File: config.mk
export PLATFORM = sky130hd
export DESIGN_NAME = timer_irq_source
export DESIGN_NICKNAME = d
export VERILOG_FILES = /design/src/rtl/timer_irq_source.sv
export SDC_FILE = /design/constraint.sdc
export NUM_CORES = 1
export LEC_CHECK = 0
export BUFFER_PORTS_ARGS = -buffer_cell sky130_fd_sc_hd__buf_2
export CORE_ASPECT_RATIO = 0.5
export CORE_UTILIZATION = 45
export CTS_BUF_LIST = sky130_fd_sc_hd__clkbuf_16
export DETAILED_ROUTE_END_ITERATION = 8
export PLACE_DENSITY = 0.72
export SLEW_MARGIN = 20
export SYNTH_ARGS = -nofsm -noshare
export SYNTH_HDL_FRONTEND = slang
export SYNTH_SLANG_ARGS = --single-unit
File: constraint.sdc
create_clock -name clk -period 6.5 [get_ports clk]
set_input_delay 0.65 -clock clk [delete_from_list [all_inputs] [get_ports clk]]
set_output_delay 0.65 -clock clk [all_outputs]
set_load 0.01 [all_outputs]
File: src/rtl/timer_irq_source.sv
// ============================================================================
// timer_irq_source : memory-mapped interval timer with W1C level interrupt
// Revision: 1.0
// ============================================================================
`default_nettype none

module timer_irq_source #(
  parameter logic [31:0] BASE_ADDR = 32'h4000_0000,
  parameter int          PRE_W     = 16
) (
  input  logic        clk,
  input  logic        reset,
  input  logic [31:0] addr,
  input  logic        MemRd,
  input  logic        MemWr,
  input  logic [31:0] wdata,
  output logic        hit,
  output logic [31:0] rdata,
  output logic        IRQ
);

  logic [31:0]      th;
  logic [31:0]      tl;
  logic [PRE_W-1:0] pre;
  logic [PRE_W-1:0] pcnt;
  logic             en;
  logic             ie;
  logic             pend;
  logic             ovr;

  logic             wr;
  logic             wr_th;
  logic             wr_tl;
  logic             wr_tcon;
  logic             wr_pre;
  logic             tick;
  logic             tl_max;
  logic             ovf_irq;
  logic             unused_addr_bits;

  assign hit     = (addr[31:4] == BASE_ADDR[31:4]);
  assign wr      = MemWr & hit;
  assign wr_th   = wr & (addr[3:2] == 2'd0);
  assign wr_tl   = wr & (addr[3:2] == 2'd1);
  assign wr_tcon = wr & (addr[3:2] == 2'd2);
  assign wr_pre  = wr & (addr[3:2] == 2'd3);

  assign tick    = en & (pcnt == pre);
  assign tl_max  = (tl == 32'hFFFF_FFFF);
  assign ovf_irq = tick & tl_max & ie;

  assign unused_addr_bits = ^addr[1:0];

  always_ff @(posedge clk or negedge reset) begin
    if (!reset) begin
      th   <= '0;
      tl   <= '0;
      pre  <= '0;
      pcnt <= '0;
      en   <= 1'b0;
      ie   <= 1'b0;
      pend <= 1'b0;
      ovr  <= 1'b0;
    end else begin
      if (wr_pre || !en || (pcnt == pre)) begin
        pcnt <= '0;
      end else begin
        pcnt <= pcnt + 1'b1;
      end

      if (wr_th) begin
        th <= wdata;
      end
      if (wr_pre) begin
        pre <= wdata[PRE_W-1:0];
      end

      // A CPU write to TL takes priority over the tick on the same edge
      if (wr_tl) begin
        tl <= wdata;
      end else if (tick) begin
        tl <= tl_max ? th : tl + 32'd1;
      end

      if (wr_tcon) begin
        en <= wdata[0];
        ie <= wdata[1];
      end

      // Overflow set is OR'd after the W1C mask so a coincident clear never loses it
      pend <= (pend & ~(wr_tcon & wdata[2])) | ovf_irq;
      ovr  <= (ovr  & ~(wr_tcon & wdata[3])) | (ovf_irq & pend);
    end
  end

  always_comb begin
    rdata = 32'h0;
    if (MemRd && hit) begin
      case (addr[3:2])
        2'd0:    rdata = th;
        2'd1:    rdata = tl;
        2'd2:    rdata = {28'b0, ovr, pend, ie, en};
        default: rdata = 32'(pre);
      endcase
    end
  end

  assign IRQ = ie & pend;

endmodule

`default_nettype wire

# == Yosys cells after proc, flatten, opt, wreduce, memory -nomap -nowiden ==
# Index checks and enable logic that the tools add are counted.
# Widths: inputs -> output; s select.
# op_classes
bitwise_logic,18
muxes,6
eq_ne,6
reduce_logical,6
add_sub_neg,2
# ops
operator,n
$mux 32,4
$pmux 32 s3,1
$add 32x1->32 const B,1
$eq 32x32->1 const B,1
$eq 28x27->1 const B,1
$add 16x1->16 const B,1
$eq 16x16->1,1
$mux 16,1
$and 1x1->1,14
$eq 2x2->1 const B,2
$eq 2x1->1 const B,1
$logic_not 2->1,1
$logic_or 1x1->1,2
$not 1->1,2
$or 1x1->1,2
$reduce_bool 2->1,1
$logic_and 1x1->1,1
$logic_not 1->1,1
# totals
in_bits,68
output_inout_bits,34
elab_cells,46
register_bits,100

# == Logic depth before layout (Yosys ltp) ==
# Gate-level depths: netlist (run 1).
# logic_depth
ltp_word,7
depth_mapped,10
depth_no_buf,7

# == Least setup slack after synthesis (run 1) ==
# No wires, ideal clock.
# synth_timing
kind,input-to-output
start,input port addr[27]
end,output port rdata[21]
n_path_buf,3
path_stages,9
path_slack_ns,3.414
arrival_time_ns,2.436
t_required_ns,5.850
cell_sequence,nor4_1 and3_1 nor2b_1 clkbuf_1 nand2_1 or2_2 clkbuf_1 clkbuf_1 nor2_1
# synth_between
elab_chain_len,3
# synth_rtl
element,line_no,rtl
"start, declared",13,"input logic [31:0] addr,"
$eq 28x27->1,41,assign hit = (addr[31:4] == BASE_ADDR[31:4]);
via hit,17,"output logic hit,"
$logic_and 1x1->1,98,if (MemRd && hit) begin
$mux 32,98,
"end, declared",18,"output logic [31:0] rdata,"
# The timed path passes the listed nets, and every way through them passes these cells.

# == Worst setup path in the final report (run 1) ==
# layout_timing
start,input port addr[19]
end,output port rdata[23]
# layout_between
elab_chain_len,3
# layout_rtl
element,line_no
$eq 28x27->1,41
$logic_and 1x1->1,98
$mux 32,98
# Every way passes these cells.

==> reports/metrics.yaml, run 1 <==
timing:
  period_share: 0.562
  slew_headroom: 0.323
  fin_ws_ns: 2.85
  tightest_slew_ns: 1.01
  skew_ns: 0.00649
  setup_violations: 0
  min_period_ns: 3.65
  finalHoldViolations: 0
  setup_tns_ns: 0
  rsz0062_at_grt: "no"
  max_freq_ghz: 0.274
  whs_ns: 0.204
  drv_slew: 0
clock_network:
  cts.clk_slew.worst_paths_ns: 0.07
  cts_num_sinks: 100
  cts_resized: 0
  cts_buffers: 9
  cts_buffer_depth: 2
  cts_hold_buf: 0
  clock_latency_ns: 0.35
  cts_root_buf: "clkbuf_16"
  cts_max_level: 3
  cts_setup_buffers: 0
  cts_tree: "yes"
die:
  die-height_um: 83.3
  start_util: 0.465
  die_width_um: 165
  die_area_um2: 13700
  num_rows: 29
  io_pins: 102
  core_region_area_um2: 12800
yosys:
  syn_nets: 696
  synthesis.area_um2: 5940
  syn_inst: 626
  synth_ff_type: "dfrtp_1"
  synthArstFlopShare: 1.00
  synth_edf_count: 0
  ys_ff_latch: 100
  synth.avg_cell_area_um2: 9.50
  synth_warnings: 0
  ys_types: 57
  ys_seq_area_frac: 0.421
place:
  dpl.hpwl_mm: 11.3
  port_buffers: 99
  place_ws_ns: 2.88
  gp_congestion: 0.831
run_status:
  status: "completed"
worst_setup_path:
  criticalPathCategory: "input pin to output pin"
  startpoint_type: "input pin"
  crit_path_max_fanout: 16
  arrival_ns: 3.00
  crit_path_end_kind: "output pin"
  cp.required_ns: 5.85
power_and_ir_drop:
  cellPowerDensity_nw_per_um2: 178
  leakagePower_uw: 0.00325
  total_power_uw: 1220
  peakVddDrop_v: 0.000115
detailed_routing:
  vias_per_cell: 5.90
  drt_iter0_markers: 315
  vias: 5213
  dr.pass1.iters: 5
  totalWireLength_mm: 16.3
  routedWlPerCell_um: 18.4
  antenna_left: 0
  drc: 0
flow_run:
  cap_violations: 0
final_layout:
  regArea_um2: 2500
  diodes: 0
  n_fill_cell: 1170
  final_util: 0.537
  multi_input_area_um2: 3250
  fin_nets: 778
  area_growth_pct: 15.3
  drive_gt1_frac: 0.257
global_routing:
  grt_usage: 0.247
  antenna_found_initial: 0
  overflow: 0
  grt_max_degree: 75
  grt_first_pass_wirelength_mm: 26.4
  grt_pass1_vias: 5168
min_path:
  hold_path_class: "input pin to asynchronous set/reset pin"
==> flip-flops by register name, indices dropped and copies added, names as in the netlist <==
name and count:
pcnt 16, pend 1, ovr 1, ie 1, tl 32, pre 16, th 32, en 1
==> stage by stage <==
stage | cell area (um^2) | instances
floorplan | 5940 | 626
global placement | 6570 | 867
detailed placement | 6570 | 867
CTS | 6860 | 883
global route | 6860 | 883
finish | 6860 | 883
==> cells in the final DEF (no fill, tap or decap), types with 10 or more instances in the layout <==
master	netlist	final
dfrtp_1	100	100
buf_2	5	98
nor2_1	88	88
nand2_1	52	52
mux2_2	50	50
mux2i_1	32	32
xor2_1	31	31
a21oi_1	30	30
nand3_1	20	20
nand4_1	19	19
nor4_1	18	18
and3_1	15	15
inv_1	13	14
o31ai_1	11	11
and4_1	10	10
==> cells by family (layout without fill, tap and decap cells) <==
logic type / count (synthesis) / in the layout / share of synthesized area
and+or+nand+nor: 252 / 252 / 0.212
adders and majority gates: 2 / 2 / 0.00421
DFF: 100 / 100 / 0.421
AOI/OAI and AO/OA: 101 / 101 / 0.113
xor gates and xnor gates: 36 / 36 / 0.0530
buffers and inverters: 49 / 136 / 0.0333
muxes: 86 / 86 / 0.164
==> layout make-up <==
cell class | instances | area share
clock buffers | 9 | 0.0329
clock inverters | 7 | 0.00858
inverters | 13 | 0.00712
multi-input cells | 477 | 0.474
flip-flops and latches | 100 | 0.365
well taps | 170 | 0.0310
repair buffers | 107 | 0.0814
==> synthesized netlist by cell type (6+ instances only) <==
master / number / area [um^2]
a21oi_1: 30 / 150
a31oi_1: 8 / 50.1
and2_1: 8 / 50.1
and3_1: 15 / 93.8
and4_1: 10 / 87.6
clkbuf_1: 29 / 109
dfrtp_1: 100 / 2500
inv_1: 13 / 48.8
mux2_2: 50 / 563
mux2i_1: 32 / 320
nand2_1: 52 / 195
nand3_1: 20 / 100
nand4_1: 19 / 119
nor2_1: 88 / 330
nor4_1: 18 / 113
o21a_1: 6 / 45.0
o21ai_0: 7 / 35.0
o21ai_1: 9 / 45.0
o31ai_1: 11 / 82.6
xor2_1: 31 / 272
==> layer usage <==
layer	up-vias	global-route usage	wire length (um)	part of all wire
met1	2568	0.340	7270	0.45
li1	2438	-	-	-
met4	0	0.0667	141	0.0087
met5	-	0	0	0
met3	16	0.0440	1180	0.072
met2	191	0.400	7690	0.47
==> critical path, cell delays in order <==
cell	delay, ns
buf_2	0.10
nor4_1	0.24
and3_1	0.27
nor2b_1	0.43
nand2_1	0.42
or2_2	0.57
nor2_1	0.17
buf_2	0.15
==> power by group <==
| part | switching [uW] | leakage (uW) | internal (uW) | total, uW |
|---|---|---|---|---|
| Sequential | 1.62 | 0.00129 | 623 | 624 |
| Clock | 234 | 0.000141 | 293 | 528 |
| Combinational | 40.5 | 0.00181 | 25.6 | 66.1 |
==> worst paths after layout <==
check                                   from            endpoint  slack (ns)  cells past startpoint
setup / recovery                    addr[19]           rdata[23]        2.85                      8
hold / removal                         reset  th[20]$_DFFE_PN0P_        0.20                      1
setup reg to reg           pcnt[2]$_DFF_PN0_   tl[0]$_DFFE_PN0P_        3.25                      7
hold reg to reg                ovr$_DFF_PN0_       ovr$_DFF_PN0_        0.52                      1
max in group asynchronous              reset   pcnt[4]$_DFF_PN0_        5.03                      2
min in group clk                   wdata[18]  tl[18]$_DFFE_PN0P_        0.52                      3
No activity file was read; power rests on OpenSTA's default activity.
==> run 2, diff against run 1 <==
--- a/config.mk
+++ b/config.mk
@@ -10,7 +10,7 @@
 export CORE_UTILIZATION = 45
 export CTS_BUF_LIST = sky130_fd_sc_hd__clkbuf_16
 export DETAILED_ROUTE_END_ITERATION = 8
-export PLACE_DENSITY = 0.72
+export PLACE_DENSITY = 0.75
 export SLEW_MARGIN = 20
 export SYNTH_ARGS = -nofsm -noshare
 export SYNTH_HDL_FRONTEND = slang
==> constraint.sdc (replaced) <==
create_clock -name clk -period 3.05 [get_ports clk]
set_input_delay 0.305 -clock clk [delete_from_list [all_inputs] [get_ports clk]]
set_output_delay 0.305 -clock clk [all_outputs]
set_load 0.01 [all_outputs]
==> run 2 against run 1 <==
Compared with the run above:
- sequential share of layout area down 0.60 points
- die area unchanged
- first-iteration DRC count up 22%
- hold slack worse by 0.20 ns
- setup slack worse by 2.6 ns
- clock power up 99%
- largest power group unchanged
==> reports/metrics.yaml, run 2 (synthesized netlist as in run 1, its figures left out) <==
clock_network:
  clock_latency_ns: 0.34
  cts_max_level: 3
  cts_resized: 0
  cts_root_buf: "clkbuf_16"
  cts_hold_buf: 0
  cts_tree: "yes"
  cts.clk_slew.worst_paths_ns: 0.07
  cts_buffers: 9
  cts_buffer_depth: 2
  cts_setup_buffers: 0
  cts_num_sinks: 100
die:
  die_area_um2: 13700
  start_util: 0.465
  num_rows: 29
  io_pins: 102
  die_width_um: 165
  die-height_um: 83.3
  core_region_area_um2: 12800
worst_setup_path:
  worst_r2r_endpoint: "tl[13]$_DFFE_PN0P_"
  critical_path.slowest_cell: "or3_1"
  crit_path_end_kind: "flip-flop"
  criticalPathCategory: "flip-flop to flip-flop"
  max_stage_delay_ns: 0.62
  ff2ff_path_depth: 7
  cp.required_ns: 3.28
  r2r_start: "tl[1]$_DFFE_PN0P_"
  crit_path_max_fanout: 14
  arrival_ns: 3.03
  cp_top_family: "simple AND/OR/NAND/NOR gates"
  ff2ff_setup_slack_ns: 0.24
  crit_buf_inv: 1
  startpoint_type: "flip-flop"
  cp_cell_sequence: "ha_1 -> nand3_1 -> or4_1 -> or3_1 -> buf_4 -> a221oi_1 -> a21oi_1"
  path_depth: 7
timing:
  setup_tns_ns: 0
  tightest_slew_ns: 0.760
  skew_ns: 0.00966
  finalHoldViolations: 0
  slew_headroom: 0.493
  setup_violations: 0
  max_freq_ghz: 0.356
  drv_slew: 0
  rsz0062_at_grt: "no"
  period_share: 0.920
  min_period_ns: 2.81
  fin_ws_ns: 0.243
power_and_ir_drop:
  pwr-share-seq: 0.526
  total_power_uw: 2530
  switching_share: 0.235
  internal-power_uw: 1930
  leakagePower_uw: 0.00332
  p_sw_uw: 595
  pwr-share-clk: 0.417
  p_comb_frac: 0.057
  cellPowerDensity_nw_per_um2: 363
  peakVddDrop_v: 0.000238
detailed_routing:
  vias_per_cell: 5.85
  drt_iter0_markers: 385
  drc: 0
  antenna_left: 0
  routedWlPerCell_um: 18.0
  vias: 5264
  dr.pass1.iters: 5
  totalWireLength_mm: 16.2
place:
  port_buffers: 99
  dpl.hpwl_mm: 11.8
  gp_congestion: 0.859
  place_ws_ns: 0.285
  dpl-instance-area_um2: 6700
global_routing:
  grt_first_pass_wirelength_mm: 26.9
  grt_usage: 0.251
  antenna_found_initial: 0
  grt_pass1_vias: 5158
  grt_max_degree: 57
  overflow: 0
flow_run:
  cap_violations: 0
final_layout:
  final_util: 0.546
  drive_gt1_frac: 0.275
  final_area_um2: 6970
  fin_nets: 795
  final_cell_mix: "dfrtp_1, buf_2, nor2_1"
  diodes: 0
  reg.largest.list: "th: 32 flops, tl: 32 flops"
  area_growth_pct: 17.2
  layout_commonest_cell: "dfrtp_1"
min_path:
  hold_path_class: "input pin to asynchronous set/reset pin"
run_status:
  status: "completed"
run 2: worst max path at each step:
stage                            from                  to  slack, ns
floorplan           tl[0]$_DFFE_PN0P_  tl[21]$_DFFE_PN0P_       0.64
global placement    tl[1]$_DFFE_PN0P_  tl[13]$_DFFE_PN0P_       0.38
detailed placement  tl[1]$_DFFE_PN0P_  tl[13]$_DFFE_PN0P_       0.28
CTS                 tl[1]$_DFFE_PN0P_  tl[13]$_DFFE_PN0P_       0.30
global route        tl[1]$_DFFE_PN0P_  tl[13]$_DFFE_PN0P_       0.15
finish              tl[1]$_DFFE_PN0P_  tl[13]$_DFFE_PN0P_       0.24
run 2: worst reg2reg max path, stage by stage, from the launching register on:
cell and delay, ns:
dfrtp_1 0.41, ha_1 0.28, nand3_1 0.16, or4_1 0.55
or3_1 0.62, buf_4 0.29, a221oi_1 0.28, a21oi_1 0.11
run 2: cell type report:
| type | instances | area (um^2) |
|---|---|---|
| clock inverters | 7 | 45.0 |
| fillers | 1153 | 5800 |
| repair buffers | 124 | 686 |
| clock buffers | 9 | 225 |
| flip-flops and latches | 100 | 2500 |
| inverters | 13 | 48.8 |
| well taps | 170 | 213 |
| multi-input cells | 477 | 3250 |
run 2: per-layer routing:
metal  track usage  routed length (um)
met1         0.355                7340
met2         0.392                7620
met3        0.0544                1050
met4        0.0559                 153
met5             0                   0
run 2: metrics by stage:
step / cells / hold WS, ns
floorplan: 626 / 0.00941
global placement: 884 / 0.404
detailed placement: 884 / 0.412
CTS: 900 / 0.0467
global route: 900 / 0.0808
finish: 900 / 0.00809
run 2: power groups by stage:
stage | clock network, uW | registers (uW) | logic [uW]
finish | 1050 | 1330 | 143
CTS | 1060 | 1330 | 144
global placement | 0 | 1350 | 141
global route | 1130 | 1330 | 158
floorplan | 0 | 1360 | 44.6
detailed placement | 0 | 1350 | 144
==> run 3, diff against run 2 <==
--- a/config.mk
+++ b/config.mk
@@ -8,7 +8,6 @@
 export BUFFER_PORTS_ARGS = -buffer_cell sky130_fd_sc_hd__buf_2
 export CORE_ASPECT_RATIO = 0.5
 export CORE_UTILIZATION = 45
-export CTS_BUF_LIST = sky130_fd_sc_hd__clkbuf_16
 export DETAILED_ROUTE_END_ITERATION = 8
 export PLACE_DENSITY = 0.75
 export SLEW_MARGIN = 20
==> run 3 against run 2 <==
Compared with the run above:
- register-to-register slack improved by 0.02 ns
- non-clock buffer count stayed put
- hold slack better by 0.0096 ns
- setup slack gained 0.017 ns
- clock skew down 0.00079 ns
- clock power hardly changed
- largest power group unchanged
- routed wire length increased by 0.26%
- cell area increased by 0.14%
- via count fell by 0.59%
- critical endpoint unchanged
- die area did not move
- largest cell class unchanged
==> reports/metrics.yaml, run 3 (synthesized netlist as in run 1, its figures left out) <==
run_status:
  status: "completed"
global_routing:
  grt_first_pass_wirelength_mm: 27.0
  antenna_found_initial: 0
  grt_pass1_vias: 5168
  grt_usage: 0.251
  overflow: 0
  grt_max_degree: 57
timing:
  finalHoldViolations: 0
  rsz0062_at_grt: "no"
  drv_slew: 0
  max_freq_ghz: 0.358
  skew_ns: 0.00886
  setup_violations: 0
  tightest_slew_ns: 0.762
  whs_ns: 0.0177
  period_share: 0.915
  min_period_ns: 2.79
  slew_headroom: 0.492
  setup_tns_ns: 0
clock_network:
  cts_max_level: 3
  cts.clk_slew.worst_paths_ns: 0.07
  cts_setup_buffers: 0
  cts_resized: 0
  cts_buffers: 9
  cts_hold_buf: 0
  cts_root_buf: "clkbuf_16"
  cts_tree: "yes"
  cts_num_sinks: 100
  clock_latency_ns: 0.35
  cts_buffer_depth: 2
power_and_ir_drop:
  cellPowerDensity_nw_per_um2: 366
  pwr-share-clk: 0.424
  switching_share: 0.233
  leakagePower_uw: 0.00332
  pwr-share-seq: 0.520
  internal-power_uw: 1960
  peakVddDrop_v: 0.000239
  p_comb_frac: 0.056
  p_sw_uw: 596
place:
  port_buffers: 99
  gp_congestion: 0.859
  dpl.hpwl_mm: 11.8
  placed_cells: 884
die:
  die_area_um2: 13700
  die-height_um: 83.3
  io_pins: 102
  core_region_area_um2: 12800
  die_width_um: 165
  num_rows: 29
  start_util: 0.465
worst_setup_path:
  startpoint_type: "flip-flop"
  cp_top_family: "simple AND/OR/NAND/NOR gates"
  max_stage_delay_ns: 0.62
  arrival_ns: 3.02
  crit_path_end_kind: "flip-flop"
  crit_buf_inv: 1
  criticalPathCategory: "flip-flop to flip-flop"
  cp_cell_sequence: "ha_1 -> nand3_1 -> or4_1 -> or3_1 -> buf_4 -> a221oi_1 -> a21oi_1"
  crit_path_max_fanout: 14
  cp.required_ns: 3.28
  critical_path.slowest_cell: "or3_1"
detailed_routing:
  routedWlPerCell_um: 18.0
  totalWireLength_mm: 16.2
  antenna_left: 0
  vias_per_cell: 5.81
  vias: 5233
  drc: 0
  drt_iter0_markers: 412
  dr.pass1.iters: 5
final_layout:
  drive_gt1_frac: 0.277
  final_cell_mix: "dfrtp_1, buf_2, nor2_1"
  fin_nets: 795
  reg.largest.list: "th: 32 flops, tl: 32 flops"
  area_growth_pct: 17.4
  instances_no_fill: 900
  layout_commonest_cell: "dfrtp_1"
  diodes: 0
min_path:
  hold_path_class: "input pin to asynchronous set/reset pin"
flow_run:
  cap_violations: 0
[run 3: cell count changes in the layout (fill, tap and decap cells not counted), sizes merged]
| cell | previous run | this run |
|---|---|---|
| clkbuf | 9 | 11 |
| clkinv | 4 | 3 |
| inv | 14 | 13 |
[run 3: metrics by stage]
| stage | worst slack, ns | cell area, um^2 | utilization | power (uW) |
|---|---|---|---|---|
| floorplan | 0.638 | 5940 | - | 1400 |
| global placement | 0.375 | 6700 | 0.524 | 1500 |
| detailed placement | 0.285 | 6700 | 0.524 | 1500 |
| CTS | 0.300 | 6980 | 0.546 | 2570 |
| global route | 0.148 | 6980 | 0.546 | 2640 |
| finish | 0.260 | 6980 | 0.546 | 2560 |
[run 3: layout make-up]
type	count	area [um^2]
multi-input combinational	477	3250
tap	170	213
timing repair buffer	124	686
sequential	100	2500
fill	1148	5790
clock inverter	5	37.5
inverter	13	48.8
clock buffer	11	243
[run 3: per-layer routing]
metal | up-vias | GRT usage | share of wire
met5 | - | 0 | 0
met4 | 0 | 0.0575 | 0.0099
met3 | 18 | 0.0544 | 0.069
met2 | 194 | 0.393 | 0.47
met1 | 2541 | 0.354 | 0.46
li1 | 2480 | - | -
[run 3: power by group through the flow]
stage               Clock (uW)  Combinational, uW  Sequential (uW)
floorplan                    0               44.6             1360
global placement             0                141             1350
detailed placement           0                144             1350
CTS                       1090                144             1330
global route              1150                158             1330
finish                    1080                143             1330
[run 3: final timing paths]
check                                        from                  to  slack (ns)  depth (start not counted)
worst max-delay path            tl[1]$_DFFE_PN0P_  tl[13]$_DFFE_PN0P_        0.26                          7
min in group clk                        wdata[30]  tl[30]$_DFFE_PN0P_        0.18                          3
worst min register to register      ovr$_DFF_PN0_       ovr$_DFF_PN0_        0.51                          1
worst min-delay path                        reset  tl[19]$_DFFE_PN0P_        0.02                          1
max in group asynchronous                   reset  pre[8]$_DFFE_PN0P_        2.23                          2
worst max register to register  tl[1]$_DFFE_PN0P_  tl[13]$_DFFE_PN0P_        0.26                          7
